--- config.mk ---
export PLATFORM = sky130hd
export DESIGN_NAME = arb_req_mux
export DESIGN_NICKNAME = d
export VERILOG_FILES = /design/src/rtl/arb_req_mux.sv
export SDC_FILE = /design/constraint.sdc
export NUM_CORES = 1
export LEC_CHECK = 0
export CORE_UTILIZATION = 65
export CTS_BUF_LIST = sky130_fd_sc_hd__clkbuf_8
export DETAILED_ROUTE_END_ITERATION = 10
export DONT_BUFFER_PORTS = 1
export PLACE_DENSITY_LB_ADDON = 0.05
export SLEW_MARGIN = 20
export SYNTH_ARGS = -nofsm -noshare
export SYNTH_HDL_FRONTEND = slang
export SYNTH_SLANG_ARGS = --single-unit
--- constraint.sdc ---
create_clock -name clk -period 3 [get_ports clk]
set_input_delay 0.15 -clock clk [delete_from_list [all_inputs] [get_ports clk]]
set_output_delay 0.15 -clock clk [all_outputs]
set_load 0.1 [all_outputs]
--- src/rtl/arb_req_mux.sv ---
// Requester-side front end for a round-robin arbiter: one holding slot per client,
// granted payload forwarded through a registered valid/ready stage.
// Optional grant protocol checker enabled by defining ARB_REQ_MUX_ERRCHK_EN.
module arb_req_mux #(
  parameter int num_req = 4,
  parameter int DATA_W = 8,
  localparam int SRC_W = $clog2(num_req)
) (
  input  logic                      clk,
  input  logic                      rst,
  input  logic [num_req-1:0]        in_valid,
  input  logic [num_req*DATA_W-1:0] in_data,
  output logic [num_req-1:0]        in_ready,
  output logic [num_req-1:0]        arb_req,
  input  logic [num_req-1:0]        arb_gnt,
  output logic                      arb_adv,
  output logic                      out_valid,
  output logic [DATA_W-1:0]         out_data,
  output logic [SRC_W-1:0]          out_src,
  input  logic                      out_ready,
  output logic                      gnt_err
);

  logic [num_req-1:0] slot_v_reg;
  logic [DATA_W-1:0]  slot_d_reg [num_req];
  logic               out_valid_reg;
  logic [DATA_W-1:0]  out_data_reg;
  logic [SRC_W-1:0]   out_src_reg;

  logic               ofree;
  logic               take;
  logic [num_req-1:0] gv;
  logic [num_req-1:0] win_oh;
  logic [SRC_W-1:0]   win_idx;

  // Lowest granted valid slot wins, so a multi-hot grant still issues only once.
  always_comb begin
    ofree   = ~out_valid_reg | out_ready;
    gv      = arb_gnt & slot_v_reg;
    win_oh  = '0;
    win_idx = '0;
    for (int i = num_req - 1; i >= 0; i--) begin
      if (gv[i]) begin
        win_oh    = '0;
        win_oh[i] = 1'b1;
        win_idx   = i[SRC_W-1:0];
      end
    end
    take = ofree & (|gv) & ~rst;
  end

  assign in_ready = rst ? '0 : (~slot_v_reg | (take ? win_oh : '0));
  assign arb_req  = slot_v_reg;
  assign arb_adv  = take;

  genvar gi;
  generate
    for (gi = 0; gi < num_req; gi++) begin : g_slot
      always_ff @(posedge clk) begin
        if (rst) begin
          slot_v_reg[gi] <= 1'b0;
          slot_d_reg[gi] <= '0;
        end else if (in_valid[gi] & in_ready[gi]) begin
          slot_v_reg[gi] <= 1'b1;
          slot_d_reg[gi] <= in_data[gi*DATA_W +: DATA_W];
        end else if (take & win_oh[gi]) begin
          slot_v_reg[gi] <= 1'b0;
        end
      end
    end
  endgenerate

  always_ff @(posedge clk) begin
    if (rst) begin
      out_valid_reg <= 1'b0;
      out_data_reg  <= '0;
      out_src_reg   <= '0;
    end else if (take) begin
      out_valid_reg <= 1'b1;
      out_data_reg  <= slot_d_reg[win_idx];
      out_src_reg   <= win_idx;
    end else if (ofree) begin
      out_valid_reg <= 1'b0;
    end
  end

  assign out_valid = out_valid_reg;
  assign out_data  = out_data_reg;
  assign out_src   = out_src_reg;

`ifdef ARB_REQ_MUX_ERRCHK_EN
  localparam logic [num_req-1:0] ONE = num_req'(1);
  logic gnt_err_reg;
  logic multi_hot;
  logic stray;

  // An all-zero grant is an idle arbiter, not an error; only multi-hot or stray bits flag.
  assign multi_hot = |(arb_gnt & (arb_gnt - ONE));
  assign stray     = (|slot_v_reg) & (|(arb_gnt & ~slot_v_reg));

  always_ff @(posedge clk) begin
    if (rst) begin
      gnt_err_reg <= 1'b0;
    end else if (multi_hot | stray) begin
      gnt_err_reg <= 1'b1;
    end
  end

  assign gnt_err = gnt_err_reg;
`else
  assign gnt_err = 1'b0;
`endif

endmodule

==> results.ini <==
[setup_path]
r2r_cells = 5
r2r_slack_ns = 1.06
worstPathRequired_ns = 2.85
critPathLaunchType = flop
crit_path_max_fanout = 12
crit_path_end = in_ready[3]
cp-end-kind = primary output
crit_type = reg -> out
r2r_end = slot_d_reg[1][1]
timing.rr.start = arb_req[0]
cp-startpoint = arb_req[2]
cp.arrival_ns = 2.01

[clocking]
cts_setup_buffers = 0
htreeDepth = 2
cts-root-buf = clkbuf_8
cts.sinks = 47
clk_path_buf_depth = 2
tritoncts = yes
clk_latency_ns = 0.30
cts_buffers = 5
clkTransAtPathRegs_ns = 0.08

[sta]
timing.final.crit_period_ns = 2.16
setup_tns_ns = 0
tightest_slew_ns = 0.990
skew_ns = 0.00805
slew_violations = 0
setup_violations = 0
rsz0062_at_grt = false
hold_violations = 0
holdWs_ns = 0.0189
fmax_ghz = 0.463
period_share_pct = 72.0
relSlewSlack_pct = 33.9

[power_and_ir_drop]
internal_power_w = 0.00107
switchingPower_w = 0.000468
switching_share_pct = 30.4
ir_drop_v = 0.000471
p_leak_nw = 1.10
seq_power_share_pct = 51.1
p_comb_share_pct = 20.8
finalPower_w = 0.00154
power_density_nw_per_um2 = 647
clkPwrFrac_pct = 28.1

[route]
drt_first_pass_iters = 4
avgViaCountPerCell = 6.19
routed_wl_um = 4370
wl_per_cell_um = 18.1
ant_nets = 0
drc = 0
initialDrtViolationCount = 117
vias = 1497

[global_route]
grt_max_degree = 14
grt_pass1_vias = 1414
grt-ovfl-total = 0
track_usage_pct = 27.4
antenna_found_initial = 0
grt_pass1_wl_um = 6670

[cells_and_area]
n_antenna_cell = 0
largest_register_ff_count = 32
fin_nets = 241
final_layout_size_suffix_gt1_share_pct = 17.2
n_fill_cell = 220
final_cell_area_um2 = 2380
areaGrowthSynthToFinish_pct = 14.4

[synth]
yosys-top-cells-area = edfxtp_1 (46%), dfxtp_1 (14%), and3_1 (12%)
netlist-cell-type-count = 33
synth_top_area_cell = edfxtp_1
ys_seq_area_share_pct = 60.7
ys_warn_count = 0
synth_nets = 220
synthCells = 177
avgSynthCellArea_um2 = 11.7
yosysTopAreaCellShare_pct = 46.2
synth_area_um2 = 2080
ys_ff_latch = 47

[floorplanning]
io_pins = 64
die_w_um = 58.5
die_y_um = 58.5
dieArea_um2 = 3430
start_util_pct = 68.1
core_area_um2 = 3050
row_count = 20

[run_status]
status = finished clean

[place]
place_area_um2 = 2230
place_hpwl_um = 3210
port_buffers = 0
place.gp.congestion = 0.853

[flow_run]
maxCapViolCount = 0

[min_path]
hp-start = in_valid[0]
hp-class = in -> reg

==> worst max-delay path: stages, from the launching register on <==
cell and delay (ns):
dfxtp_1 0.30, buf_4 0.23, and2_4 0.23, nand2b_1 0.16, o21ai_1 0.15, nor2b_2 0.30, buf_4 0.34
==> worst min-delay path by stage <==
stage          cells past startpoint          to  slack (ns)
3_5_place_dp                       1  out_src[0]        0.22
2_1_floorplan                      2  arb_req[3]        0.27
3_3_place_gp                       1  out_src[0]        0.22
6_report                           2  arb_req[0]        0.02
4_1_cts                            2  arb_req[0]        0.02
5_1_grt                            2  arb_req[0]        0.02
==> power groups by stage <==
stage | sequential [W] | clock (W) | combinational [W]
floorplan | 0.000892 | 0 | 0.000162
global route | 0.000790 | 0.000458 | 0.000338
finish | 0.000786 | 0.000432 | 0.000320
CTS | 0.000787 | 0.000430 | 0.000319
global placement | 0.000799 | 0 | 0.000307
detailed placement | 0.000801 | 0 | 0.000313
==> stage by stage <==
step	utilization [%]	setup WS, ns	instances
after detailed placement	73.2	1.11	231
after global routing	77.9	0.740	242
final	77.9	0.841	242
after global placement	73.2	1.21	231
after floorplan	-	0.00156	177
after CTS	77.9	0.852	242
==> kinds of logic after synthesis <==
family                 Yosys count  synth area share, %
and+or+nand+nor                 75                 19.8
other                            1                0.180
buffers and inverters           11                 2.65
DFF                             47                 60.7
AOI/OAI and AO/OA               43                 16.7
==> cell type report <==
type                            instances  area (µm²)  share of cell area (%)
Multi-Input combinational cell        119         772                    32.5
Clock buffer                            5        68.8                    2.89
Sequential cell                        47        1260                    53.1
Inverter                                3        11.3                   0.474
Clock inverter                          2        33.8                    1.42
Timing Repair Buffer                   22         175                    7.37
Tap cell                               44        55.1                    2.32
==> metal layers <==
layer | GRT usage, % | part of all wire (%) | vias up | wire length (µm)
met2 | 42.9 | 47 | 79 | 2050
met5 | 0 | 0 | - | 0
met3 | 5.27 | 8.2 | 10 | 358
met1 | 37.6 | 43 | 691 | 1880
met4 | 12.2 | 2.1 | 0 | 91
li1 | - | - | 717 | -
==> Yosys cell counts (all sizes together) <==
cell,instances
inv,3
or3,1
o21ai,3
nand3,2
nor2b,1
clkbuf,4
and3,41
a211oi,1
a221oi,8
dfxtp,15
edfxtp,32
a31oi,1
and2,1
a21boi,2
a21o,3
nand2,4
o21bai,1
nor2,22
a22o,10
a211o,8
a21oi,6
conb,1
buf,4
nand2b,3
==> timing repair <==
| item | in CTS | in global routing |
|---|---|---|
| gates resized for setup | 0 | 0 |
| endpoints found under the hold margin | 7 | 0 |
| hold buffers | 4 | 0 |
==> cells in the final DEF (no fill, tap or decap), types with 2 or more instances in the layout <==
master / count
a211o_1: 8
a21o_1: 3
a21oi_1: 5
a221oi_1: 8
a22o_1: 10
and3_1: 41
buf_4: 18
clkbuf_8: 5
dfxtp_1: 15
dlygate4sd3_1: 4
edfxtp_1: 32
inv_1: 4
nand2_1: 3
nand2b_1: 2
nand3_1: 2
nor2_1: 18
nor2_2: 4
Note: power is estimated with default switching activity, not from simulation.
